## src/rtl/div_ctrl.sv

```systemverilog
// div_ctrl
// Sequencer for the pipeline's multi-cycle divider. Accepts DIV/DIVU requests
// from the execute stage, runs a 32-iteration radix-2 restoring divide and
// returns {hi=remainder, lo=quotient} with a one-cycle ready pulse.
//
// Ports:
//   clk        system clock, rising edge
//   rst        asynchronous, active-low reset
//   start      divide request, level, held until ready
//   signed_div 1 = DIV (signed), 0 = DIVU; sampled with start in IDLE
//   annul      cancel in-flight divide; dominates start
//   opdata1    dividend, sampled on accept
//   opdata2    divisor, sampled on accept
//   result     {remainder, quotient}; valid when ready=1, held until next DONE
//   ready      one-cycle done pulse
//   busy       high in ON/ZERO/DONE
module div_ctrl #(
    parameter int WIDTH = 32
) (
    input  logic                 clk,
    input  logic                 rst,
    input  logic                 start,
    input  logic                 signed_div,
    input  logic                 annul,
    input  logic [WIDTH-1:0]     opdata1,
    input  logic [WIDTH-1:0]     opdata2,
    output logic [2*WIDTH-1:0]   result,
    output logic                 ready,
    output logic                 busy
);

    localparam logic [1:0] IDLE = 2'b00;
    localparam logic [1:0] ZERO = 2'b01;
    localparam logic [1:0] ON   = 2'b10;
    localparam logic [1:0] DONE = 2'b11;

    localparam int CW = $clog2(WIDTH);

    logic [1:0]       state;
    logic [CW-1:0]    counter;
    logic [WIDTH-1:0] dividend;   // shifts out dividend bits, shifts in quotient bits
    logic [WIDTH-1:0] divisor;
    logic [WIDTH-1:0] partRem;
    logic             quotNeg;
    logic             remNeg;

    logic [WIDTH-1:0] absA;
    logic [WIDTH-1:0] absB;
    logic [WIDTH:0]   shifted;
    logic [WIDTH:0]   trial;
    logic [WIDTH-1:0] nextRem;
    logic [WIDTH-1:0] nextQuot;

    always_comb begin
        absA     = (signed_div && opdata1[WIDTH-1]) ? -opdata1 : opdata1;
        absB     = (signed_div && opdata2[WIDTH-1]) ? -opdata2 : opdata2;
        shifted  = {partRem, dividend[WIDTH-1]};
        trial    = shifted - {1'b0, divisor};
        nextRem  = shifted[WIDTH-1:0];
        nextQuot = {dividend[WIDTH-2:0], 1'b0};
        if (!trial[WIDTH]) begin
            nextRem  = trial[WIDTH-1:0];
            nextQuot = {dividend[WIDTH-2:0], 1'b1};
        end
    end

    always_ff @(posedge clk or negedge rst) begin
        if (!rst) begin
            state    <= IDLE;
            counter  <= '0;
            dividend <= '0;
            divisor  <= '0;
            partRem  <= '0;
            quotNeg  <= 1'b0;
            remNeg   <= 1'b0;
            result   <= '0;
        end else begin
            case (state)
                IDLE: begin
                    if (start && !annul) begin
                        if (opdata2 == '0) begin
                            state    <= ZERO;
                            dividend <= opdata1;
                        end else begin
                            state    <= ON;
                            dividend <= absA;
                            divisor  <= absB;
                            quotNeg  <= signed_div & (opdata1[WIDTH-1] ^ opdata2[WIDTH-1]);
                            remNeg   <= signed_div & opdata1[WIDTH-1];
                            counter  <= '0;
                            partRem  <= '0;
                        end
                    end
                end
                ZERO: begin
                    if (annul || !start) begin
                        state <= IDLE;
                    end else begin
                        result <= {dividend, {WIDTH{1'b1}}};
                        state  <= DONE;
                    end
                end
                ON: begin
                    if (annul || !start) begin
                        state <= IDLE;
                    end else begin
                        dividend <= nextQuot;
                        partRem  <= nextRem;
                        if (counter == CW'(WIDTH - 1)) begin
                            // Last iteration: sign fixup applied to the final
                            // step's values so result is registered on DONE entry.
                            result <= {remNeg  ? -nextRem  : nextRem,
                                       quotNeg ? -nextQuot : nextQuot};
                            state  <= DONE;
                        end else begin
                            counter <= counter + CW'(1);
                        end
                    end
                end
                default: begin
                    state <= IDLE;
                end
            endcase
        end
    end

    assign ready = (state == DONE);
    assign busy  = (state != IDLE);

endmodule
```

## config.mk

```make
export PLATFORM = sky130hd
export DESIGN_NAME = div_ctrl
export DESIGN_NICKNAME = d
export VERILOG_FILES = /design/src/rtl/div_ctrl.sv
export SDC_FILE = /design/constraint.sdc
export NUM_CORES = 1
export LEC_CHECK = 0
export BUFFER_PORTS_ARGS = -buffer_cell sky130_fd_sc_hd__buf_2
export CAP_MARGIN = 10
export CORE_ASPECT_RATIO = 0.9
export CORE_MARGIN = 2
export CORE_UTILIZATION = 45
export CTS_BUF_LIST = sky130_fd_sc_hd__clkbuf_8
export CTS_CLUSTER_SIZE = 40
export DETAILED_ROUTE_END_ITERATION = 10
export PLACE_DENSITY = 0.72
export SETUP_SLACK_MARGIN = 0.1
export SLEW_MARGIN = 20
export SYNTH_ARGS = -nofsm -noshare
export SYNTH_HDL_FRONTEND = slang
export SYNTH_SLANG_ARGS = --single-unit
```

## constraint.sdc

```tcl
create_clock -name clk -period 6.8 [get_ports clk]
set_clock_uncertainty 0.1 [all_clocks]
set_input_delay 0.68 -clock clk [delete_from_list [all_inputs] [get_ports clk]]
set_output_delay 0.68 -clock clk [all_outputs]
set_load 0.005 [all_outputs]
```

; ---- Yosys cells after proc, flatten, opt, wreduce, memory -nomap -nowiden
; Cells that the tools add are included.
; W data, S select, Z words.
[totals]
wordCells = 75
input_bits = 69
ff_bits = 169
output_inout_bits = 66
[classes]
muxes = 29
reduce_logical = 17
addsub = 6
bitwise_logic = 4
n_eq_ne = 11
[ops]
columns = operator, n
row1 = $mux W32, 11
row2 = $mux W64, 3
row3 = $neg A32 Y32, 4
row4 = $pmux W32 S2, 2
row5 = $pmux W64 S2, 1
row6 = $sub A33 B32 Y33, 1
row7 = $logic_not A32 Y1, 1
row8 = $mux W5, 4
row9 = $ne A2 B2 Y1 const B, 6
row10 = $mux W2, 5
row11 = $pmux W5 S2, 1
row12 = $reduce_and A4 Y1, 2
row13 = $pmux W2 S3, 1
row14 = $reduce_and A3 Y1, 2
row15 = $reduce_bool A2 Y1, 3
row16 = $add A5 B1 Y5 const B, 1
row17 = $eq A5 B5 Y1 const B, 1
row18 = $reduce_and A5 Y1, 1
row19 = $eq A2 B2 Y1 const B, 2
row20 = $logic_and A1 B1 Y1, 3
row21 = $ne A3 B3 Y1 const B, 1
row22 = $and A1 B1 Y1, 2
row23 = $eq A2 B1 Y1 const B, 1
row24 = $logic_not A1 Y1, 2
row25 = other kinds (6), 6

; ---- Longest topological paths before layout
; Gate-level depths: netlist of the first run.
[depth]
ltp_word = 7
ltp_mapped = 24
mapped_depth_nobuf = 21

; ---- Least setup slack after synthesis of the first run
; Ideal clock, no wire load.
[synth_timing]
kind = reg2reg
start = register dividend[31]
end = register result[28]
slack_ps = 1706
arrival_ps = 4873
n_path_buf = 2
period_less_slack_ps = 5094
setup_ps = 121
t_required_ps = 6579
path_stages_with_launch = 22
path_cell_list = dfrtp_1 -> inv_1 -> ha_1 -> inv_1 -> fa_1 -> a211oi_2 -> o211ai_2 -> a211oi_4 -> a2111oi_4 -> nor3_2 -> nor2_4 -> inv_2 -> buf_2 -> buf_1 -> ha_1 -> nand2b_1 -> or3_1 -> or3_1 -> o41ai_1 -> nand2_1 -> xor2_1 -> o22a_1
[synth_via]
elab_chain_cells = 7
[synth_lines]
columns = element, line
row1 = from (decl), 41  ; logic [WIDTH-1:0] dividend;
row2 = from (signal assigned), 83  ; dividend <= opdata1;
row3 = from (signal assigned), 86  ; dividend <= absA;
row4 = from (signal assigned), 107  ; dividend <= nextQuot;
row5 = $sub A33 B32 Y33, 58  ; trial = shifted - {1'b0, divisor};
row6 = $mux W1, 61  ; if (!trial[WIDTH]) begin
row7 = $neg A32 Y32, 113  ; quotNeg ? -nextQuot : nextQuot};
row8 = $mux W32, 113
row9 = $mux W64, 109  ; if (counter == CW'(WIDTH - 1)) begin
row10 = $mux W64, 104  ; if (annul || !start) begin
row11 = $pmux W64 S2, 78  ; case (state)
row12 = to (signal assigned), 99  ; result <= {dividend, {WIDTH{1'b1}}};
row13 = to (signal assigned), 112  ; result <= {remNeg ? -nextRem : nextRem,
row14 = to (decl), 27  ; output logic [2*WIDTH-1:0] result,
; No other way between the ends. The select of a mux whose other input is x is not followed.
; A chain may end at the register's enable or synchronous reset.

; ---- Worst setup path in the final report of the first run
[layout_timing]
start = register dividend[31]
end = register result[30]
; The elaborated chain is that of the path after synthesis.

==> reports/qor.csv, run 1 <==
stage;metric;value;unit
timing;hold_viol;0;
routing;wirelength;36000;um
clock_network;clockBufferDepth;2;
yosys;ys_seq_elements;169;
yosys;synth_seq_area_share;0.337;
clock_network;cts.htree.levels;4;
timing;rsz0062_at_grt;no;
timing;tightest_slew;1.08;ns
hold_path;hold_class;primary input to asynchronous set/reset pin;
yosys;synth_top_area_frac;0.337;
power;power;5.18;mW
floorplan;die_y;163;um
timing;timing.final.crit_share;0.845;
worst_setup_path;endpoint_kind;flip-flop;
routing;drc_errors;0;
timing;relSlewSlack;0.260;
global_route;grt_start_max_net_pins;107;
routing;ant_nets;0;
clock_network;numCtsBuffers;17;
power;p_leak;6.20;nW
timing;setup_viol;0;
routing;initialDrtViolationCount;940;
run;maxCapViolations;0;
placed_design;pre_cts_ws;1.14;ns
clock_network;ctsResizeCount;0;
routing;vias_per_cell;5.97;
yosys;syn_nets;1625;
timing;setup_tns;0;ns
power;power_density;374;nW/um2
placed_design;io_buffers;134;
clock_network;cts_root_buffer;clkbuf_8;
yosys;ys_top_cells_by_count;nand2_1 (187), dfrtp_1 (169), a21oi_1 (132);
timing;slew_viol_final;0;
finish;fin_nets;1701;
worst_setup_path;critPathRequiredTime;7.09;ns
yosys;yosysTopAreaCell;dfrtp_1;
routing;vias;11700;
routing;wl_per_cell;18.3;um
finish;fin_util;0.499;
clock_network;clkSlewWorstSetupHoldPaths;0.12;ns
yosys;syn_inst;1513;
yosys;syn_avg_cell_area;8.30;um2
finish;drive_gt1_frac;0.144;
routing;firstDrtPassIters;5;
floorplan;ios;135;
placed_design;placed_cell_area;13400;um2
yosys;async_flop_share;1.00;
power;max-vdd-ir-drop;0.000363;V
clock_network;cts_hold_buf;0;
yosys;ys_warn_count;0;
finish;area_delta_synth_final;10.2;%
global_route;first_global_vias;11200;
worst_setup_path;startpoint_type;flip-flop;
yosys;yosysUniqueCellTypes;82;
placed_design;hpwl;27000;um
clock_network;cts_tree;done;
floorplan;initial_core_util;0.453;
clock_network;post-cts-setup-buffer-count;0;
global_route;grtUsageTotal;0.246;
global_route;antenna_found_initial;1;
yosys;ys.flop_type;dfrtp_1;
clock_network;insertion_delay;0.49;ns
yosys;synthTopCellsByArea;dfrtp_1 (34%), xnor2_1 (5.8%), nand2_1 (5.6%), a21oi_1 (5.3%), o21ai_0 (4.4%);
timing;fin_crit;5.75;ns
global_route;grt_pass1_wl;58200;um
clock_network;clock-sinks;169;
worst_setup_path;critPathKind;flip-flop to flip-flop;
global_route;grt_overflow_total;0;
floorplan;num_rows;58;
floorplan;die_x;180;um
worst_setup_path;worstPathArrival;6.04;ns
floorplan;core-area;27700;um2
status;outcome;finished, final reports clean;
finish;fin_area;13800;um2
timing;worst_hold_slack;0.210;ns
yosys;synth_edf_count;0;
placed_design;globalplace.congestion;0.907;
timing;worst_slack;1.05;ns
finish;stdcell_count;1963;
floorplan;die_area;29300;um2
placed_design;dpl.cell_count;1930;
timing;fmax;174;MHz
worst_setup_path;path_max_fanout;36;
yosys;synth_most_common_cell;nand2_1;
yosys;netlist_area;12600;um2
[area by class of cell]
cell class	instances	area (um2)
sequential	169	4230
inverter	54	203
clock inverter	14	144
antenna	1	2.50
fill	2682	13900
multi-input combinational	1200	7790
tap	360	450
clock buffer	18	248
timing repair buffer	147	774
[registers in the layout (all words and copies together) (netlist names)]
register	cells
divisor	32
counter	5
state	2
remNeg	1
quotNeg	1
dividend	32
partRem	32
result	64
[layout by cell type (no fill, tap or decap), types with 5 or more instances in the layout]
| cell | synthesis | final |
|---|---|---|
| mux2_2 | 18 | 18 |
| o22a_1 | 30 | 30 |
| dfrtp_1 | 169 | 169 |
| o211ai_1 | 10 | 10 |
| nor2_1 | 114 | 114 |
| nor3_1 | 23 | 23 |
| or3_1 | 24 | 24 |
| buf_4 | 3 | 13 |
| a21o_1 | 11 | 11 |
| nand2b_1 | 10 | 9 |
| o41ai_1 | 14 | 14 |
| nand2_1 | 187 | 187 |
| xor2_1 | 55 | 55 |
| a211oi_1 | 9 | 9 |
| nand4_1 | 14 | 14 |
| nor2b_1 | 6 | 6 |
| nor4_1 | 13 | 13 |
| o31ai_1 | 48 | 48 |
| buf_2 | 11 | 133 |
| and3_1 | 18 | 18 |
| nand3_1 | 29 | 28 |
| inv_1 | 52 | 51 |
| a31oi_1 | 9 | 9 |
| and2_1 | 9 | 8 |
| o21ai_0 | 110 | 109 |
| inv_8 | 0 | 6 |
| o21ai_1 | 29 | 29 |
| xnor2_1 | 83 | 83 |
| mux2i_1 | 46 | 46 |
| clkbuf_8 | 0 | 18 |
| a21oi_1 | 132 | 132 |
| or2_2 | 5 | 5 |
| ha_1 | 42 | 41 |
| or4_1 | 12 | 12 |
[critical path, cell delays in order, from the launching register on]
cell       delay (ns)
dfrtp_1          0.42
inv_1            0.09
ha_1             0.16
inv_1            0.05
fa_1             0.42
a211oi_2         0.31
o211ai_2         0.20
a211oi_4         0.34
a2111oi_4        0.14
nor3_2           0.59
nor2_4           0.05
inv_2            0.52
ha_1             0.31
nand2b_1         0.12
or3_1            0.39
or3_1            0.41
o41ai_1          0.55
nand2_1          0.15
xor2_1           0.18
o22a_1           0.16
[routing by layer]
| layer | global-route usage | part of all wire | vias to the layer above |
|---|---|---|---|
| met5 | 0 | 0 | - |
| met4 | 0.115 | 0.040 | 0 |
| met3 | 0.0293 | 0.053 | 82 |
| met2 | 0.393 | 0.46 | 368 |
| met1 | 0.334 | 0.44 | 5663 |
| li1 | - | - | 5607 |
[final timing paths]
check	start	to	slack, ns	cells past startpoint
max in group asynchronous	rst	partRem[11]$_DFFE_PN0P_	4.91	2
worst min register to register	divisor[29]$_DFFE_PN0P_	divisor[29]$_DFFE_PN0P_	0.40	2
worst min-delay path	rst	result[23]$_DFFE_PN0P_	0.21	1
worst max-delay path	dividend[31]$_DFFE_PN0P_	result[30]$_DFFE_PN0P_	1.05	19
worst max register to register	dividend[31]$_DFFE_PN0P_	result[30]$_DFFE_PN0P_	1.05	19
min in group clk	divisor[29]$_DFFE_PN0P_	divisor[29]$_DFFE_PN0P_	0.40	2
[power breakdown]
part / switching, mW / leakage [nW] / internal (mW)
Sequential: 0.391 / 2.14 / 1.38
Clock: 0.451 / 0.199 / 0.285
Combinational: 1.58 / 3.86 / 1.10
Total: 2.42 / 6.20 / 2.76
[cells by family after synthesis]
kind of cell / count (synthesis) / synth area share
mux: 65 / 0.0537
xor+xnor: 138 / 0.0962
fa+ha+maj: 43 / 0.0434
simple gates: 489 / 0.185
flops: 169 / 0.337
buf+inv: 144 / 0.0450
compound gates: 465 / 0.240
(Power assumes the default switching activity.)
==> run 2: changes to the inputs <==
Clock period 6.8 ns to 5.4 ns, I/O delays scaled along.
==> run 2 against run 1 <==
Effect of this change: register-to-register slack got worse by 0.52 ns; first-iteration DRC count rose by 17%; clock-buffer cell count decreased by 1; core utilization rose by 0.37 points; non-clock buffer count is 10 higher; sequential power up 24%; largest cell class unchanged.
==> reports/qor.csv, run 2 (synthesis gave the netlist of run 1 again) <==
stage;metric;value;unit;change
floorplan;die_area;29300;um2;unchanged
worst_setup_path;path_delay_family;compound AO/OA/AOI/OAI gates;;
worst_setup_path;path_max_fanout;10;;-72%
worst_setup_path;worst_path_most_repeated_cell;inv_1;;
worst_setup_path;startpoint_type;flip-flop;;
placed_design;dpl.cell_count;1938;;+0.41%
hold_path;hold_class;primary input to flip-flop;;
clock_network;cts_tree;done;;
power;max-vdd-ir-drop;0.000369;V;+1.6%
routing;vias;11600;;-1.0%
finish;stdcell_count;1971;;+0.41%
clock_network;clkSlewWorstSetupHoldPaths;0.11;ns;about the same
clock_network;clock-sinks;169;;unchanged
worst_setup_path;max_stage_delay;0.42;ns;-0.17 ns
floorplan;initial_core_util;0.453;;unchanged
clock_network;cts.htree.levels;4;;unchanged
timing;setup_tns;0;ns;unchanged
routing;firstDrtPassIters;5;;unchanged
global_route;antenna_found_initial;0;;-1
global_route;grt_pass1_wl;58500;um;+0.47%
timing;rsz0062_at_grt;no;;
finish;largest_reg_flops;64;;unchanged
power;power_density;473;nW/um2;+26%
timing;tightest_slew;1.05;ns;-0.0369 ns
power;p_int;3.56;mW;+29%
power;p_sw;3.03;mW;+25%
floorplan;die_x;180;um;unchanged
timing;fin_crit;4.87;ns;-0.879 ns
global_route;first_global_vias;11000;;-1.7%
finish;layout_common_cells;nand2_1 (187), dfrtp_1 (169), buf_2 (133), a21oi_1 (132), nor2_1 (114);;
finish;regMostFlops;result;;
worst_setup_path;critPathBufInv;5;;+2
worst_setup_path;crit_slowest_cell;dfrtp_1;;
timing;slew_viol_final;0;;unchanged
routing;initialDrtViolationCount;1099;;+17%
worst_setup_path;critPathKind;flip-flop to flip-flop;;
global_route;grtUsageTotal;0.246;;+0.000811
worst_setup_path;worstPathArrival;5.09;ns;-0.95 ns
timing;timing.final.crit_share;0.902;;+0.0563
power;swShare;0.460;;-0.00717
floorplan;die_y;163;um;unchanged
worst_setup_path;r2r_setup_slack;0.53;ns;-0.52 ns
routing;wirelength;36400;um;+1.1%
run;maxCapViolations;0;;unchanged
clock_network;cts_root_buffer;clkbuf_8;;
finish;final_common_cell;nand2_1;;
timing;hold_viol;0;;unchanged
global_route;grt_start_max_net_pins;73;;-32%
finish;drive_gt1_frac;0.150;;+0.00602
finish;fin_nets;1711;;+0.59%
clock_network;numCtsBuffers;17;;unchanged
floorplan;ios;135;;unchanged
global_route;grt_overflow_total;0;;unchanged
timing;relSlewSlack;0.303;;+0.0432
timing;worst_hold_slack;0.243;ns;+0.0333 ns
clock_network;insertion_delay;0.48;ns;about the same
power;p_comb_frac;0.521;;+0.005
floorplan;num_rows;58;;unchanged
routing;wl_per_cell;18.5;um;+0.66%
power;seqPwrFrac;0.334;;-0.008
routing;vias_per_cell;5.89;;-1.4%
placed_design;hpwl;27000;um;+0.24%
timing;setup_viol;0;;unchanged
power;p_leak;6.25;nW;+0.75%
finish;antennaDiodeCount;0;;-1
routing;drc_errors;0;;unchanged
finish;area_delta_synth_final;11.0;%;
placed_design;globalplace.congestion;0.947;;+4.3%
clock_network;clockBufferDepth;2;;unchanged
placed_design;io_buffers;134;;unchanged
worst_setup_path;path_cells;inv_1 > ha_1 > inv_1 > fa_1 > a211oi_2 > o211ai_2 > a211oi_4 > a2111oi_4 > o21a_2 > nor2_4 > inv_2 > mux2i_1 > ha_2 > inv_1 > nor4b_1 > o211ai_1 > buf_4 > o31ai_1 > xor2_1 > o22ai_1;;
floorplan;core-area;27700;um2;unchanged
power;p_clk_frac;0.146;;+0.004
timing;fmax;205;MHz;+18%
worst_setup_path;critPathRequiredTime;5.63;ns;-1.46 ns
routing;ant_nets;0;;unchanged
worst_setup_path;endpoint_kind;flip-flop;;
status;outcome;finished, final reports clean;;
run 2: cell types whose count changed in the layout (fill, tap and decap cells not counted), moves of 2 or more:
cell        delta
inv_8          -4
bufinv_16      +2
buf_4          +8
clkinvlp_4     +2
run 2: path summary, 6_finish.rpt:
check | from | endpoint | cells past startpoint
max | dividend[31]$_DFFE_PN0P_ | result[58]$_DFFE_PN0P_ | 20
min | opdata2[1] | divisor[1]$_DFFE_PN0P_ | 3
max reg2reg | dividend[31]$_DFFE_PN0P_ | result[58]$_DFFE_PN0P_ | 20
min reg2reg | divisor[27]$_DFFE_PN0P_ | divisor[27]$_DFFE_PN0P_ | 2
max in group asynchronous | rst | divisor[8]$_DFFE_PN0P_ | 3
min in group asynchronous | rst | result[21]$_DFFE_PN0P_ | 2
run 2: worst reg2reg max path: cells and delay by family, from the launching register on:
family          cells  cell delay, ns
flops               1            0.42
mux                 1            0.27
compound gates      8            1.86
buf+inv             5            0.53
simple gates        2            0.47
xor+xnor            1            0.17
fa+ha+maj           3            0.90
run 2: area by class of cell:
cell class              count  area, um2
clock buffers              17        234
clock inverters            14        163
fillers                  2694      13800
inverters                  54        203
multi-input cells        1200       7800
flip-flops and latches    169       4230
well taps                 360        450
repair buffers            157        865
run 2: power by group through the flow:
stage / clock network, mW / registers [mW] / logic [mW]
after global routing: 1.02 / 2.27 / 3.79
after CTS: 0.969 / 2.19 / 3.40
final: 0.961 / 2.20 / 3.44
after floorplan: 0 / 2.05 / 2.48
after global placement: 0 / 2.20 / 3.33
after detailed placement: 0 / 2.22 / 3.38
run 2: per-layer routing:
metal,GRT usage,share of wire,up-vias
met5,0,0,-
met2,0.401,0.47,331
met1,0.336,0.45,5587
met3,0.0432,0.054,57
li1,-,-,5628
met4,0.0777,0.025,0
run 2: timing repair:
| item | 4_1_cts | 5_1_grt |
|---|---|---|
| setup buffers | 0 | 1 |
| hold buffers | 1 | 0 |
| setup endpoints to repair | 0 | 9 |
| resized for setup | 0 | 3 |
| hold endpoints to repair | 16 | 0 |
run 2: through the flow:
stage	cell area (um2)	utilization	total power, mW	setup WS (ns)
after floorplan	12600	-	4.53	0.306
after global placement	13500	0.488	5.54	0.536
after detailed placement	13500	0.488	5.60	0.378
after CTS	13900	0.502	6.56	0.335
after global routing	13900	0.503	7.08	0.0585
final	13900	0.503	6.60	0.531
==> run 3: changes to the inputs <==
Settings changed: CELL_PAD_IN_SITES_DETAIL_PLACEMENT set to 1, CELL_PAD_IN_SITES_GLOBAL_PLACEMENT set to 2, CORE_UTILIZATION 45 to 37, PLACE_DENSITY 0.72 to 0.91.
==> run 3 against run 2 <==
Effect of this change: core utilization shrank 8.6 points; worst setup slack lost 0.055 ns; clock power shrank 4.0%; critical path depth shrank 1; critical endpoint is now result[62]$_DFFE_PN0P_; sequential cell count is the same; first-iteration DRC count shrank 37%; final cell count grew 5.4%; sequential power is essentially flat.
==> reports/qor.csv, run 3 (synthesis gave the netlist of run 1 again) <==
stage;metric;value;unit;change
finish;regMostFlops;result;;
power;p_leak;6.27;nW;+0.33%
timing;relSlewSlack;0.189;;-0.114
timing;setup_tns;0;ns;unchanged
clock_network;cts_tree;done;;
global_route;grtUsageTotal;0.240;;-0.00653
routing;wl_per_cell;20.1;um;+8.6%
floorplan;die_area;35400;um2;+21%
placed_design;placed_cell_area;13700;um2;+1.2%
worst_setup_path;path_max_fanout;9;;-1
worst_setup_path;critPathKind;flip-flop to flip-flop;;
routing;initialDrtViolationCount;691;;-37%
clock_network;post-cts-setup-buffer-count;0;;unchanged
finish;area_delta_synth_final;12.0;%;
placed_design;io_buffers;134;;unchanged
timing;tightest_slew;1.19;ns;+0.141 ns
floorplan;die_y;179;um;+10%
global_route;grt_start_max_net_pins;66;;-9.6%
power;power_density;472;nW/um2;-0.13%
clock_network;numCtsBuffers;17;;unchanged
routing;firstDrtPassIters;5;;unchanged
placed_design;hpwl;31500;um;+17%
finish;drive_gt1_frac;0.148;;-0.00223
clock_network;ctsResizeCount;0;;unchanged
global_route;grt_overflow_total;0;;unchanged
timing;fmax;203;MHz;-1.1%
finish;fin_area;14100;um2;+0.85%
timing;setup_viol;0;;unchanged
routing;vias;11900;;+2.7%
timing;timing.final.crit_share;0.912;;+0.0103
clock_network;clkSlewWorstSetupHoldPaths;0.10;ns;about the same
worst_setup_path;startpoint_type;flip-flop;;
floorplan;ios;135;;unchanged
hold_path;hold_class;primary input to flip-flop;;
routing;wirelength;41700;um;+15%
global_route;grt_pass1_wl;66500;um;+14%
run;maxCapViolations;0;;unchanged
routing;vias_per_cell;5.73;;-2.6%
clock_network;clockBufferDepth;2;;unchanged
floorplan;die_x;198;um;+10%
clock_network;clock-sinks;169;;unchanged
power;max-vdd-ir-drop;0.000217;V;-41%
placed_design;dpl.cell_count;2044;;+5.5%
global_route;first_global_vias;12100;;+9.5%
finish;stdcell_count;2078;;+5.4%
finish;largest_reg_flops;64;;unchanged
timing;hold_viol;0;;unchanged
worst_setup_path;critPathRequiredTime;5.69;ns;+0.06 ns
finish;layout_common_cells;nand2_1 (187), dfrtp_1 (169), buf_2 (133), a21oi_1 (132), nor2_1 (114);;
timing;slew_viol_final;0;;unchanged
clock_network;cts.htree.levels;4;;unchanged
finish;fin_nets;1714;;+0.18%
global_route;antenna_found_initial;0;;unchanged
worst_setup_path;endpoint_kind;flip-flop;;
placed_design;globalplace.congestion;0.887;;-6.3%
status;outcome;finished, final reports clean;;
timing;rsz0062_at_grt;no;;
floorplan;num_rows;64;;+10%
timing;worst_hold_slack;0.255;ns;+0.0115 ns
routing;ant_nets;0;;unchanged
routing;drc_errors;0;;unchanged
timing;fin_crit;4.92;ns;+0.0555 ns
clock_network;cts_root_buffer;clkbuf_8;;
floorplan;core-area;33700;um2;+22%
floorplan;initial_core_util;0.373;;-0.0805
clock_network;insertion_delay;0.49;ns;about the same
worst_setup_path;worstPathArrival;5.22;ns;+0.13 ns
finish;final_common_cell;nand2_1;;
run 3: per-layer routing:
layer / vias to the layer above / part of all wire / routed length (um) / track usage
li1: 5633 / - / - / -
met1: 6014 / 0.46 / 19400 / 0.321
met2: 223 / 0.48 / 20200 / 0.404
met3: 47 / 0.028 / 1180 / 0.0301
met4: 0 / 0.023 / 967 / 0.0761
met5: - / 0 / 0 / 0
run 3: cell type report:
cell class	instances	area, um2
clock inverter	15	140
multi-input combinational	1200	7790
antenna	1	2.50
sequential	169	4230
inverter	54	203
tap	462	578
timing repair buffer	160	887
clock buffer	17	234
fill	4100	19600
run 3: where the power goes:
| group | total (mW) | switching [mW] | internal [mW] |
|---|---|---|---|
| registers | 2.23 | 0.491 | 1.74 |
| clock network | 0.923 | 0.520 | 0.404 |
| logic | 3.49 | 2.09 | 1.41 |
| total | 6.64 | 3.10 | 3.55 |
run 3: per-stage QoR:
step                      power [mW]  utilization  setup slack [ns]
final                           6.64        0.417             0.475
after global routing            7.18        0.417             0.176
after CTS                       6.68        0.417             0.510
after detailed placement        5.73        0.406             0.557
after global placement          5.62        0.406             0.747
after floorplan                 4.53            -             0.306
run 3: path summary, 6_finish.rpt:
check / startpoint / end / slack, ns / cells after the start
worst min-delay path: opdata2[1] / divisor[1]$_DFFE_PN0P_ / 0.25 / 3
worst max register to register: dividend[31]$_DFFE_PN0P_ / result[62]$_DFFE_PN0P_ / 0.48 / 19
worst min register to register: divisor[25]$_DFFE_PN0P_ / divisor[25]$_DFFE_PN0P_ / 0.39 / 2
worst max-delay path: dividend[31]$_DFFE_PN0P_ / result[62]$_DFFE_PN0P_ / 0.48 / 19
max in group asynchronous: rst / state[0]$_DFFE_PN0P_ / 3.44 / 3
min in group asynchronous: rst / dividend[23]$_DFFE_PN0P_ / 0.51 / 2
run 3: repair_timing:
action / 4_1_cts / 5_1_grt
hold buffers: 1 / 0
endpoints found under the hold margin: 63 / 0
setup endpoints to repair: 0 / 0
run 3: critical path, stage by stage, from the launching register on:
cell and delay [ns]:
dfrtp_1 0.42, inv_1 0.09, ha_1 0.18, inv_1 0.06
fa_1 0.41, a211oi_2 0.30, o211ai_2 0.19, a211oi_4 0.35
a2111oi_4 0.14, nor3_2 0.29, nor2_4 0.06, inv_2 0.17
mux2i_1 0.37, ha_1 0.23, inv_1 0.08, nor4b_1 0.39
o211ai_1 0.34, o41a_1 0.44, mux2i_1 0.16, nand2_1 0.06
